**src/rtl/tm_snn_pkg.sv**
```systemverilog
// Shared types and helpers for the time-multiplexed SNN blocks.
// sat_add serves both the unsigned build and the signed build (TM_SYN_INHIBIT_EN).
package tm_snn_pkg;

   localparam int unsigned N_CH_DEF = 8;
   localparam int unsigned W_DEF    = 8;

   typedef enum logic [1:0] {
      IDLE  = 2'd0,
      SWEEP = 2'd1,
      EMIT  = 2'd2
   } state_e;

   // Clamp base+delta into [0, 2^w-1]; delta is never negative in the unsigned build
   function automatic int sat_add(input int base, input int delta, input int unsigned w);
      int sum;
      int hi;
      sum = base + delta;
      hi  = (1 << w) - 1;
      if (sum < 0) begin
         return 0;
      end else if (sum > hi) begin
         return hi;
      end else begin
         return sum;
      end
   endfunction

endpackage

```
**src/rtl/tm_syn_acc_update.sv**
```systemverilog
// Next-value computation for one synaptic accumulator: leak, weight add, saturate.
// With TM_SYN_INHIBIT_EN defined the weight is signed and the result also floors at 0.
module tm_syn_acc_update
   import tm_snn_pkg::*;
#(
   parameter int unsigned W           = W_DEF,
   parameter int unsigned DECAY_SHIFT = 1
) (
   input  logic [W-1:0] acc_i,
   input  logic [W-1:0] weight_i,
   input  logic         spike_i,
   output logic [W-1:0] acc_next_o
);

   logic [W-1:0] leak;
   logic [W-1:0] base;
   int           delta;

   always_comb begin
      leak  = acc_i >> DECAY_SHIFT;
      base  = acc_i - leak;
      delta = 0;
      if (spike_i) begin
`ifdef TM_SYN_INHIBIT_EN
         delta = int'($signed(weight_i));
`else
         delta = int'(weight_i);
`endif
      end
      acc_next_o = W'(sat_add(int'(base), delta, W));
   end

endmodule

```
**src/rtl/tm_syn_decoder.sv**
```systemverilog
// Time-multiplexed synaptic decoder: spike frame in, per-channel decaying current out.
// Optional signed/inhibitory weights via TM_SYN_INHIBIT_EN.
module tm_syn_decoder
   import tm_snn_pkg::*;
#(
   parameter int unsigned N_CH        = N_CH_DEF,
   parameter int unsigned W           = W_DEF,
   parameter int unsigned DECAY_SHIFT = 1,
   parameter int          W_RST       = 32,
   localparam int unsigned CW         = $clog2(N_CH)
) (
   input  logic            clk,
   input  logic            rst,
   input  logic [N_CH-1:0] spike_in,
   input  logic            spike_valid,
   output logic            spike_ready,
   input  logic            wr_en,
   input  logic [CW-1:0]   wr_addr,
   input  logic [W-1:0]    wr_data,
   output logic [W-1:0]    cur_out,
   output logic [CW-1:0]   cur_ch,
   output logic            cur_valid,
   input  logic            cur_ready
);

   localparam logic [CW-1:0] LAST_CH = CW'(N_CH - 1);

   state_e          state_q;
   logic [CW-1:0]   ch_q;
   logic [CW-1:0]   ch_inc;
   logic [N_CH-1:0] frame_q;
   logic [W-1:0]    acc_q [N_CH];
   logic [W-1:0]    w_q   [N_CH];
   logic [W-1:0]    acc_d;
   logic            spike_ready_q;
   logic            cur_valid_q;
   logic [W-1:0]    cur_out_q;
   logic [CW-1:0]   cur_ch_q;

   assign ch_inc      = ch_q + CW'(1);
   assign spike_ready = spike_ready_q;
   assign cur_valid   = cur_valid_q;
   assign cur_out     = cur_out_q;
   assign cur_ch      = cur_ch_q;

   tm_syn_acc_update #(
      .W           (W),
      .DECAY_SHIFT (DECAY_SHIFT)
   ) u_acc_update (
      .acc_i      (acc_q[ch_q]),
      .weight_i   (w_q[ch_q]),
      .spike_i    (frame_q[ch_q]),
      .acc_next_o (acc_d)
   );

   // Weight RAM, accumulators and the IDLE/SWEEP/EMIT sequencer
   always_ff @(posedge clk) begin
      if (rst) begin
         state_q       <= IDLE;
         ch_q          <= '0;
         frame_q       <= '0;
         spike_ready_q <= 1'b0;
         cur_valid_q   <= 1'b0;
         cur_out_q     <= '0;
         cur_ch_q      <= '0;
         for (int i = 0; i < int'(N_CH); i++) begin
            acc_q[i] <= '0;
            w_q[i]   <= W'(W_RST);
         end
      end else begin
         // Sweep reads w_q before this write lands, so a same-index write takes effect next frame
         if (wr_en) begin
            w_q[wr_addr] <= wr_data;
         end
         case (state_q)
            IDLE: begin
               spike_ready_q <= 1'b1;
               if (spike_valid && spike_ready_q) begin
                  frame_q       <= spike_in;
                  ch_q          <= '0;
                  spike_ready_q <= 1'b0;
                  state_q       <= SWEEP;
               end
            end
            SWEEP: begin
               acc_q[ch_q] <= acc_d;
               if (ch_q == LAST_CH) begin
                  ch_q        <= '0;
                  state_q     <= EMIT;
                  cur_valid_q <= 1'b1;
                  cur_out_q   <= acc_q[0];
                  cur_ch_q    <= '0;
               end else begin
                  ch_q <= ch_inc;
               end
            end
            EMIT: begin
               if (cur_ready) begin
                  if (ch_q == LAST_CH) begin
                     ch_q          <= '0;
                     state_q       <= IDLE;
                     cur_valid_q   <= 1'b0;
                     cur_out_q     <= '0;
                     cur_ch_q      <= '0;
                     spike_ready_q <= 1'b1;
                  end else begin
                     ch_q      <= ch_inc;
                     cur_ch_q  <= ch_inc;
                     cur_out_q <= acc_q[ch_inc];
                  end
               end
            end
            default: begin
               state_q <= IDLE;
            end
         endcase
      end
   end

endmodule

```
**config.mk**
```make
export PLATFORM = sky130hd
export DESIGN_NAME = tm_syn_decoder
export DESIGN_NICKNAME = d
export VERILOG_FILES = /design/src/rtl/tm_snn_pkg.sv /design/src/rtl/tm_syn_acc_update.sv /design/src/rtl/tm_syn_decoder.sv
export SDC_FILE = /design/constraint.sdc
export NUM_CORES = 1
export LEC_CHECK = 0
export BUFFER_PORTS_ARGS = -buffer_cell sky130_fd_sc_hd__buf_2
export CORE_MARGIN = 5
export CORE_UTILIZATION = 47
export DETAILED_ROUTE_END_ITERATION = 10
export GPL_ROUTABILITY_DRIVEN = 0
export PLACE_DENSITY = 0.7
export SYNTH_ARGS = -nofsm -noshare
export SYNTH_HDL_FRONTEND = slang
export SYNTH_HIERARCHICAL = 1
export SYNTH_SLANG_ARGS = --single-unit
```
**constraint.sdc**
```tcl
create_clock -name clk -period 4.95 [get_ports clk]
set_input_delay 0.99 -clock clk [delete_from_list [all_inputs] [get_ports clk]]
set_output_delay 0.99 -clock clk [all_outputs]
set_load 0.05 [all_outputs]
```
# Word level (Yosys, flattened, before mapping)
# Memory sizes are Yosys's and may differ from the RTL's. A register that Yosys moved wholly into a read port is not among the register bits.
# Index checks and enable logic that the tools add are counted.
dict set report op_classes {
  add_sub_neg 3
  mux 45
  magnitude_cmp 3
  eq_ne 7
  reduce_logical 13
}
# op n
set ops {}
lappend ops {{two-way mux 8 bit} 8}
lappend ops {{> comparator 32 x 9 -> 1 bit, second input constant} 1}
lappend ops {{< comparator 32 x 1 -> 1 bit, second input constant} 1}
lappend ops {{two-way mux 3 bit} 10}
lappend ops {{two-way mux 1 bit} 16}
lappend ops {{one-hot mux 8 bit (2 select lines)} 1}
lappend ops {{OR reduction 8 bit} 2}
lappend ops {{adder 8 x 8 -> 9 bit} 1}
lappend ops {{one-hot mux 3 bit (3 select lines)} 1}
lappend ops {{AND reduction 3 bit} 3}
lappend ops {{two-way mux 2 bit} 4}
lappend ops {{!= test 2 bit, second input constant} 4}
lappend ops {{AND reduction 4 bit} 2}
lappend ops {{subtractor 8 x 7 -> 8 bit} 1}
lappend ops {{one-hot mux 2 bit (3 select lines)} 1}
lappend ops {{one-hot mux 3 bit (2 select lines)} 1}
lappend ops {{< comparator 3 x 4 -> 1 bit, second input constant} 1}
lappend ops {{one-hot mux 1 bit (2 select lines)} 2}
lappend ops {{nonzero test 2 bit} 2}
lappend ops {{adder 3 x 1 -> 3 bit, second input constant} 1}
lappend ops {{binary-select mux 1 bit (select 3 bit)} 1}
lappend ops {{== test 3 bit, second input constant} 1}
lappend ops {{nonzero test 3 bit} 1}
lappend ops {{== test 2 x 1 -> 1 bit, second input constant} 1}
lappend ops {{4 further kinds} 4}
dict set report word_totals {
  output_inout_bits 13
  input_bits 24
  ram_bits 128
  reg_bits 26
  word_cells 80
  n_memories 2
}
# memory depth word_bits rd rd_clocked_by_memory_dff write_ports line
set mem_list {}
lappend mem_list {acc_q 8 8 3 1 8 tm_syn_decoder.sv:32} ;# logic [W-1:0] acc_q [N_CH];
lappend mem_list {w_q 8 8 1 1 8 tm_syn_decoder.sv:33} ;# logic [W-1:0] w_q [N_CH];

# Depth between registers and ports, before layout
# Gate-level depths: netlist of the first run.
dict set report depth {
  ltp_word 8
  depth_mapped 21
  mapped_depth_nobuf 18
}

# By module
# The synthesis of the first run kept the hierarchy.
# mod cells_per_inst seq_area_each_um2 instances area_per_inst_um2
set modules_own_cells {}
lappend modules_own_cells {tm_syn_decoder 572 4424.2 1 7997.7}
lappend modules_own_cells {tm_syn_acc_update 93 0.0 1 705.7}

# Worst setup path after synthesis of the first run
# OpenSTA, ideal clock, no wires.
dict set report synth_timing {
  kind {register -> register}
  startpoint {reg (tool-made name)}
  endpoint {mem acc_q[1][4] (netlist bit) (data pin)}
  setup_time_ns 0.255
  synth_period_minus_slack_ns 4.153
  arrival_ns 3.899
  required_ns 4.695
  stages_incl_launch_ff 20
  path_buffers 2
  slack_ns 0.797
  path_cell_list {dfxtp_1 buf_6 buf_6 mux4_1 mux2_2 inv_1 ha_1 inv_1 fa_1 a21o_1 a21oi_1 o21bai_1 a21oi_1 xnor2_1 ha_1 o21ai_0 or2b_2 a31oi_4 o21ai_1 and2_1}
}
# item line
set synth_rtl {}
lappend synth_rtl {{end, declared} tm_syn_decoder.sv:32}

==> results.py, run 1 <==
metrics = {
    "run_status": {
        "status": "finished, final reports clean",
    },
    "timing": {
        "rsz0062_at_grt": "no",
        "fmax_mhz": 213,
        "fin_ws_ns": 0.245,
        "setup_viol": 0,
        "finalCritPeriodShare": 0.951,
        "setup_tns_ns": 0,
        "final-max-slew-violation-count": 0,
        "worst_pin_slew_ns": 1.03,
        "slew_headroom": 0.308,
        "hold_viol": 0,
        "finClkSkew_ns": 0.00871,
        "fin_crit_ns": 4.71,
    },
    "worst_setup_path": {
        "worst-setup-path-type": "reg -> reg",
        "critPathRequiredTime_ns": 5.13,
        "critPathBufInv": 1,
        "max_stage_delay_ns": 0.57,
        "arrival_ns": 4.89,
        "crit_family": "compound AO/OA/AOI/OAI gates",
        "crit-reg2reg-capture": "acc_q[5][1]",
        "crit_fanout": 10,
        "path_cells": "buf_4, mux4_1, mux2_2, fa_1, a21o_1, a21oi_1, o21bai_1, a21oi_1, xnor2_1, ha_1, o21ai_0, or2b_2, a31oi_4, nand2b_1, and2_1",
        "cp-end-kind": "register",
        "r2r_slack_ns": 0.24,
        "slowest_stage": "mux4_1",
        "rr_worst_depth": 15,
        "critPathLaunchType": "register",
        "path_common_cell": "a21oi_1",
        "setup.worst_path.end": "acc_q[5][1]",
        "worstSetupPathDepth": 15,
    },
    "floorplan": {
        "die-height_um": 146,
        "start_util": 0.481,
        "io_pins": 37,
        "core.rowCount": 49,
        "die-width_um": 146,
        "design.die.area_sq_um": 21300,
        "core-area_sq_um": 18100,
    },
    "power_and_ir_drop": {
        "power_density_nw_per_um2": 474,
        "peakVddDrop_mv": 0.292,
        "leakage_nw": 3.60,
    },
    "routing": {
        "ant_nets": 0,
        "first_iter_violations": 406,
        "dr_total_vias": 5445,
        "post_drt_wl_per_cell_um": 20.5,
        "viasPerCell": 5.77,
        "wirelength_um": 19400,
        "drt_pass1_iterations": 5,
        "drcViolationCount": 0,
    },
    "finish": {
        "drive_above_1_share": 0.194,
        "syn_to_final_growth_pct": 10.8,
        "n_antenna_cell": 0,
        "final_common_cell": "and2_1",
        "final_cell_mix": "and2_1, edfxtp_1, mux2i_1",
        "nNetsFinal": 753,
    },
    "min_path": {
        "min_path_type": "reg -> reg",
        "hp-start": "cur_ch[0]",
    },
    "placed_design": {
        "port-buffer-count": 36,
        "dp_hpwl_um": 13900,
        "pre_cts_ws_ns": 0.246,
    },
    "clock_tree": {
        "clk_latency_ns": 0.43,
        "cts_sinks": 157,
        "path_clk_slew_ns": 0.06,
        "root_buffer": "clkbuf_16",
        "holdBufCountCts": 0,
        "cts_tree": "done",
        "htree_levels": 4,
        "clk_path_buf_depth": 2,
        "numCtsBuffers": 17,
    },
    "logic_synthesis": {
        "synth_cell_types": 55,
        "async_flop_share": 0,
        "synth_edf_count": 128,
        "netlist_area_sq_um": 8700,
        "synth_area_leader_cell": "edfxtp_1",
        "synth_top_cell_area_share": 0.442,
        "synth-xor-area-share": 0.00906,
        "synthMuxAreaShare": 0.180,
        "synth_ff_type": "edfxtp_1",
        "synth-compound-area-share": 0.0489,
        "synth_top_family_by_area": "simple AND/OR/NAND/NOR gates",
        "ys_ff_latch": 157,
        "ys_warn_count": 6,
        "syn_area_per_cell_sq_um": 13.1,
        "yosys.area_share.adder": 0.0405,
        "synth_area_leaders": "edfxtp_1, and2_1, mux4_1",
        "synth-simple-area-share": 0.188,
        "seq_area_frac_synth": 0.508,
        "synthCells": 665,
        "synth_nets": 716,
    },
    "job": {
        "drv_cap": 0,
    },
    "global_route": {
        "antenna_found_initial": 0,
        "gr-usage-all-layers": 0.185,
        "grt_pass1_vias": 5637,
        "grt_first_pass_wirelength_um": 30700,
        "grt_max_degree": 45,
        "grt_overflow": 0,
    },
}
==> kinds of logic after synthesis <==
logic type | Yosys count
simple gates | 266
flops | 157
mux | 102
compound gates | 61
buf+inv | 43
fa+ha+maj | 27
xor+xnor | 9
==> layer usage <==
metal	wire length [um]	GRT usage	up-vias
met2	9630	0.310	155
met1	8420	0.241	2696
met4	404	0.0654	0
met3	903	0.0387	33
li1	-	-	2561
met5	0	0	-
==> sequential cells by signal, summed over array words and instances, names as in the netlist, named ones only <==
| signal | flops |
|---|---|
| acc_q | 64 |
| ch_q | 3 |
| cur_ch | 3 |
| cur_out | 8 |
| cur_valid | 1 |
| frame_q | 8 |
| spike_ready | 1 |
| state_q | 2 |
| w_q | 64 |
==> power breakdown <==
group          internal, mW  switching, mW  total, mW  leakage [nW]
logic                 0.687           1.05       1.74          1.82
registers              1.53         0.0599       1.59          1.51
clock network         0.712          0.537       1.25         0.265
==> synth_stat cells (7+ instances only) <==
cell and number:
a21oi_1 17, xnor2_1 7, mux2i_1 51, mux2_2 17, o22ai_1 8, ha_1 25
mux4_1 27, edfxtp_1 128, nor2_1 32, nand2b_1 15, mux4_2 7, and2_1 131
inv_1 14, or2_2 17, nor3b_1 11, a22oi_1 16, buf_2 16, nand2_1 22
dfxtp_1 29
==> stage by stage <==
step / std cells / hold WS [ns] / power [mW] / cell area, sq um / util
after floorplan: 665 / 0.458 / 2.90 / 8700 / -
after global placement: 912 / 0.445 / 3.29 / 9080 / 0.502
after detailed placement: 912 / 0.463 / 3.34 / 9080 / 0.502
after CTS: 944 / 0.472 / 4.59 / 9640 / 0.533
after global routing: 944 / 0.502 / 4.83 / 9650 / 0.533
final: 944 / 0.468 / 4.58 / 9650 / 0.533
==> final cells by class <==
class | instances | area, sq um
clock inverters | 11 | 110
inverters | 15 | 56.3
fillers | 1470 | 8440
flip-flops and latches | 157 | 4430
clock buffers | 21 | 450
multi-input cells | 465 | 4060
well taps | 229 | 287
repair buffers | 46 | 255
==> worst reg2reg max path: stages, from the launching register on <==
cell and delay, ns:
dfxtp_1 0.51, buf_4 0.30, mux4_1 0.58, mux2_2 0.32, fa_1 0.46, a21o_1 0.17, a21oi_1 0.23, o21bai_1 0.10
a21oi_1 0.19, xnor2_1 0.15, ha_1 0.28, o21ai_0 0.08, or2b_2 0.36, a31oi_4 0.30, nand2b_1 0.24, and2_1 0.21
==> what timing repair did <==
item,CTS,global route
resized for setup,0,1
endpoints found under the setup margin,0,8
setup buffers,0,0
==> worst min-delay path by stage <==
stage	to	slack, ns	depth (start not counted)
2_1_floorplan	frame_q[2]	0.46	2
3_3_place_gp	cur_ch[0]	0.45	2
3_5_place_dp	cur_ch[0]	0.46	2
4_1_cts	cur_ch[0]	0.47	2
5_1_grt	cur_ch[0]	0.50	2
6_report	cur_ch[0]	0.47	2
(Power assumes the default switching activity.)
==> run 2: changes to the inputs <==
--- a/config.mk
+++ b/config.mk
@@ -8,6 +8,7 @@
 export BUFFER_PORTS_ARGS = -buffer_cell sky130_fd_sc_hd__buf_2
 export CORE_MARGIN = 5
 export CORE_UTILIZATION = 47
+export CTS_BUF_LIST = sky130_fd_sc_hd__clkbuf_2 sky130_fd_sc_hd__clkbuf_4 sky130_fd_sc_hd__clkbuf_8
 export DETAILED_ROUTE_END_ITERATION = 10
 export GPL_ROUTABILITY_DRIVEN = 0
 export PLACE_DENSITY = 0.7
==> constraint.sdc (replaced) <==
create_clock -name clk -period 5 [get_ports clk]
set_input_delay 1 -clock clk [delete_from_list [all_inputs] [get_ports clk]]
set_output_delay 1 -clock clk [all_outputs]
set_load 0.05 [all_outputs]
==> run 2 against run 1 <==
  * Flip-flop and latch count stayed put
  * Sequential share of layout area is 0.58 points higher
  * Count of clock-buffer cells in the layout decreased by 2
  * Non-clock buffer count grew 2
  * Via count shrank 1.8%
  * Worst setup slack better by 0.17 ns
  * Critical path type unchanged
  * Highest routed layer unchanged
==> results.py, run 2 (synthesis gave the netlist of run 1 again) <==
metrics = {
    "timing": {
        "slew_headroom": 0.227,
        "worst_pin_slew_ns": 1.15,
        "fin_crit_ns": 4.59,
        "hold-worst-slack_ns": 0.467,
        "rsz0062_at_grt": "no",
        "fmax_mhz": 218,
        "setup_viol": 0,
        "finClkSkew_ns": 0.0130,
        "hold_viol": 0,
        "final-max-slew-violation-count": 0,
        "setup_tns_ns": 0,
        "finalCritPeriodShare": 0.918,
    },
    "min_path": {
        "hp-start": "cur_ch[0]",
        "worstHoldEndpoint": "cur_ch[0]",
        "whs_path_depth": 2,
        "min_path_type": "reg -> reg",
    },
    "global_route": {
        "grt_max_degree": 45,
        "grt_pass1_vias": 5660,
        "grt_overflow": 0,
        "antenna_found_initial": 0,
        "grt_first_pass_wirelength_um": 31100,
        "gr-usage-all-layers": 0.187,
    },
    "routing": {
        "first_iter_violations": 402,
        "ant_nets": 0,
        "drcViolationCount": 0,
        "drt_pass1_iterations": 4,
        "dr_total_vias": 5347,
        "viasPerCell": 5.65,
        "wirelength_um": 19100,
        "post_drt_wl_per_cell_um": 20.2,
    },
    "job": {
        "drv_cap": 0,
    },
    "clock_tree": {
        "path_clk_slew_ns": 0.09,
        "cts_sinks": 157,
        "htree_levels": 4,
        "holdBufCountCts": 0,
        "ctsResizeCount": 0,
        "clk_latency_ns": 0.47,
        "cts_tree": "done",
        "post-cts-setup-buffer-count": 0,
        "numCtsBuffers": 17,
        "clk_path_buf_depth": 2,
        "root_buffer": "clkbuf_8",
    },
    "finish": {
        "final_common_cell": "and2_1",
        "reg_top3": "acc_q: 64 flops, w_q: 64 flops",
        "final_cells": 946,
        "drive_above_1_share": 0.199,
        "syn_to_final_growth_pct": 9.45,
        "n_antenna_cell": 0,
        "final_cell_mix": "and2_1, edfxtp_1, mux2i_1",
        "final_util": 0.527,
        "nNetsFinal": 755,
    },
    "worst_setup_path": {
        "rr_worst_depth": 15,
        "crit_family": "compound AO/OA/AOI/OAI gates",
        "path_cells": "buf_4, mux4_1, mux2_2, fa_1, a21o_1, a21oi_1, o21bai_1, a21oi_1, xnor2_1, ha_1, o21ai_0, or2b_2, a31oi_4, nand2_1, and2_1",
        "critPathLaunchType": "register",
        "slowest_stage": "mux4_1",
        "arrival_ns": 4.81,
        "crit-reg2reg-capture": "acc_q[0][2]",
        "path_common_cell": "a21oi_1",
        "critPathBufInv": 1,
        "worst-setup-path-type": "reg -> reg",
        "r2r_slack_ns": 0.41,
        "crit_fanout": 8,
        "cp-end-kind": "register",
        "critPathRequiredTime_ns": 5.23,
        "max_stage_delay_ns": 0.56,
    },
    "placed_design": {
        "place_inst": 914,
        "port-buffer-count": 36,
        "dp_hpwl_um": 14000,
    },
    "run_status": {
        "status": "finished, final reports clean",
    },
    "floorplan": {
        "start_util": 0.481,
        "io_pins": 37,
        "core.rowCount": 49,
        "design.die.area_sq_um": 21300,
        "die-height_um": 146,
        "die-width_um": 146,
        "core-area_sq_um": 18100,
    },
    "power_and_ir_drop": {
        "switching_share": 0.376,
        "peakVddDrop_mv": 0.258,
        "power_density_nw_per_um2": 455,
        "power.switching_mw": 1.63,
        "internal_power_mw": 2.70,
        "pwr-share-clk": 0.235,
        "comb_power_share": 0.402,
        "p_total_mw": 4.34,
        "leakage_nw": 3.57,
        "seqPwrFrac": 0.363,
    },
}
[run 2: layout make-up]
| type | instances | area [sq um] |
|---|---|---|
| Fill cell | 1497 | 8560 |
| Sequential cell | 157 | 4430 |
| Multi-Input combinational cell | 465 | 4060 |
| Tap cell | 229 | 287 |
| Timing Repair Buffer | 48 | 270 |
| Clock buffer | 19 | 262 |
| Clock inverter | 13 | 166 |
| Inverter | 15 | 56.3 |
[run 2: through the flow]
| stage | setup slack, ns | area, sq um |
|---|---|---|
| after detailed placement | 0.426 | 9100 |
| after CTS | 0.412 | 9530 |
| after global routing | 0.166 | 9530 |
| final | 0.412 | 9530 |
| after floorplan | 0.847 | 8700 |
| after global placement | 0.524 | 9100 |
[run 2: layer usage]
layer  wire [um]  global-route usage
met1        8550               0.247
met2        9550               0.318
met3         695              0.0350
met4         272              0.0513
met5           0                   0
[run 2: power by group through the flow]
stage          sequential [mW]  clock [mW]  combinational, mW
2_1_floorplan             1.60           0               1.27
3_3_place_gp              1.60           0               1.68
3_5_place_dp              1.61           0               1.74
4_1_cts                   1.57        1.03               1.75
5_1_grt                   1.59        1.09               1.93
6_report                  1.58        1.02               1.74
[run 2: how the worst max path moves through the flow]
stage	endpoint	slack (ns)	cells past startpoint
after floorplan	acc_q[1][4]	0.85	19
after global placement	acc_q[1][4]	0.52	13
after detailed placement	acc_q[0][4]	0.43	15
after CTS	acc_q[0][4]	0.41	15
after global routing	acc_q[7][1]	0.17	15
final	acc_q[0][2]	0.41	15
[run 2: worst min-delay path: stages, from the launching register on]
cell and delay (ns):
dfxtp_1 0.32, nand2_1 0.05, a21oi_1 0.05
==> run 3: changes to the inputs <==
--- a/config.mk
+++ b/config.mk
@@ -7,11 +7,11 @@
 export LEC_CHECK = 0
 export BUFFER_PORTS_ARGS = -buffer_cell sky130_fd_sc_hd__buf_2
 export CORE_MARGIN = 5
-export CORE_UTILIZATION = 47
+export CORE_UTILIZATION = 34
 export CTS_BUF_LIST = sky130_fd_sc_hd__clkbuf_2 sky130_fd_sc_hd__clkbuf_4 sky130_fd_sc_hd__clkbuf_8
 export DETAILED_ROUTE_END_ITERATION = 10
 export GPL_ROUTABILITY_DRIVEN = 0
-export PLACE_DENSITY = 0.7
+export PLACE_DENSITY = 0.55
 export SYNTH_ARGS = -nofsm -noshare
 export SYNTH_HDL_FRONTEND = slang
 export SYNTH_HIERARCHICAL = 1
==> run 3 against run 2 <==
  * Core utilization is 15 points lower
  * Via count is 0.47% higher
  * Critical endpoint is now acc_q[7][4]
  * Critical path type unchanged
  * Largest power group unchanged
  * Count of clock-buffer cells in the layout is 2 lower
  * Flip-flop and latch count stayed put
  * Final cell count is 11% higher
  * Die area is 35% higher
==> results.py, run 3 (synthesis gave the netlist of run 1 again) <==
metrics = {
    "worst_setup_path": {
        "arrival_ns": 4.78,
        "crit_family": "compound AO/OA/AOI/OAI gates",
        "path_cells": "buf_4, mux4_1, mux2_2, fa_1, a21o_1, a21oi_1, o21bai_1, a21oi_1, xnor2_1, ha_1, o21ai_0, or2b_2, a31oi_4, o21ai_1, and2_1",
        "slowest_stage": "mux4_1",
        "cp-end-kind": "register",
        "critPathRequiredTime_ns": 5.23,
        "critPathLaunchType": "register",
        "critPathBufInv": 1,
        "max_stage_delay_ns": 0.57,
        "worst-setup-path-type": "reg -> reg",
        "path_common_cell": "a21oi_1",
        "crit_fanout": 12,
        "r2r_slack_ns": 0.45,
    },
    "clock_tree": {
        "ctsResizeCount": 0,
        "cts_tree": "done",
        "holdBufCountCts": 0,
        "path_clk_slew_ns": 0.10,
        "clk_path_buf_depth": 2,
        "clk_latency_ns": 0.47,
        "post-cts-setup-buffer-count": 0,
        "numCtsBuffers": 17,
        "cts_sinks": 157,
        "htree_levels": 4,
        "root_buffer": "clkbuf_8",
    },
    "routing": {
        "ant_nets": 0,
        "wirelength_um": 20300,
        "drt_pass1_iterations": 6,
        "first_iter_violations": 403,
        "drcViolationCount": 0,
        "dr_total_vias": 5372,
        "post_drt_wl_per_cell_um": 19.4,
        "viasPerCell": 5.14,
    },
    "run_status": {
        "status": "finished, final reports clean",
    },
    "floorplan": {
        "design.die.area_sq_um": 28900,
        "die-height_um": 170,
        "core.rowCount": 58,
        "die-width_um": 170,
        "start_util": 0.346,
        "io_pins": 37,
        "core-area_sq_um": 25200,
    },
    "timing": {
        "setup_viol": 0,
        "worst_pin_slew_ns": 1.19,
        "finClkSkew_ns": 0.0205,
        "fin_crit_ns": 4.55,
        "final-max-slew-violation-count": 0,
        "fmax_mhz": 220,
        "hold_viol": 0,
        "setup_tns_ns": 0,
        "rsz0062_at_grt": "no",
        "slew_headroom": 0.204,
        "finalCritPeriodShare": 0.910,
    },
    "finish": {
        "syn_to_final_growth_pct": 10.3,
        "n_antenna_cell": 0,
        "drive_above_1_share": 0.198,
        "final_cells": 1046,
        "final_cell_mix": "and2_1, edfxtp_1, mux2i_1",
        "final_common_cell": "and2_1",
        "reg_top3": "acc_q: 64 flops, w_q: 64 flops",
        "nNetsFinal": 754,
    },
    "job": {
        "drv_cap": 0,
    },
    "placed_design": {
        "place_inst": 1014,
        "port-buffer-count": 36,
        "dp_hpwl_um": 14700,
    },
    "global_route": {
        "gr-usage-all-layers": 0.142,
        "grt_max_degree": 45,
        "antenna_found_initial": 0,
        "grt_pass1_vias": 5517,
        "grt_overflow": 0,
        "grt_first_pass_wirelength_um": 31300,
    },
    "power_and_ir_drop": {
        "power_density_nw_per_um2": 442,
        "peakVddDrop_mv": 0.181,
        "leakage_nw": 3.53,
    },
    "min_path": {
        "hp-start": "cur_ch[0]",
        "min_path_type": "reg -> reg",
    },
}
==> run 3: cell types whose count changed in the layout (fill, tap and decap cells not counted) <==
cell	previous run	this run
clkinv_8	1	0
bufinv_16	2	1
buf_4	12	11
inv_8	1	3
clkinvlp_4	0	4
clkbuf_8	19	17
inv_6	8	5
clkinv_2	0	1
==> run 3: cell type report <==
type	instances	area, sq um
multi-input combinational	465	4060
clock buffer	17	234
fill	2409	15600
inverter	15	56.3
tap	330	413
sequential	157	4430
clock inverter	15	151
timing repair buffer	47	263
==> run 3: worst min-delay path, cell delays in order (launching register included) <==
cell and delay, ns:
dfxtp_1 0.32, nand2_1 0.05, a21oi_1 0.05
==> run 3: routing by layer <==
layer	global-route usage	wire length (um)
met1	0.192	9270
met2	0.239	10100
met3	0.0218	623
met4	0.0403	261
met5	0	0
==> run 3: worst paths after layout <==
check / endpoint / cells after the start
worst min-delay path: cur_ch[0] / 2
worst max-delay path: acc_q[7][4] / 15
worst max register to register: acc_q[7][4] / 15
worst min register to register: cur_ch[0] / 2
==> run 3: stage by stage <==
stage	hold WS [ns]	utilization	power [mW]	cell area, sq um	worst slack, ns
2_1_floorplan	0.458	-	2.87	8700	0.847
3_3_place_gp	0.446	0.366	3.28	9220	0.441
3_5_place_dp	0.449	0.366	3.33	9220	0.438
4_1_cts	0.461	0.381	4.29	9600	0.438
5_1_grt	0.488	0.381	4.50	9600	0.168
6_report	0.460	0.381	4.24	9600	0.452
==> run 3: power by group <==
group | total, mW | internal (mW) | switching (mW) | leakage [nW]
clock | 0.954 | 0.410 | 0.544 | 0.186
sequential | 1.57 | 1.51 | 0.0587 | 1.51
combinational | 1.72 | 0.677 | 1.04 | 1.83
total | 4.24 | 2.60 | 1.64 | 3.53
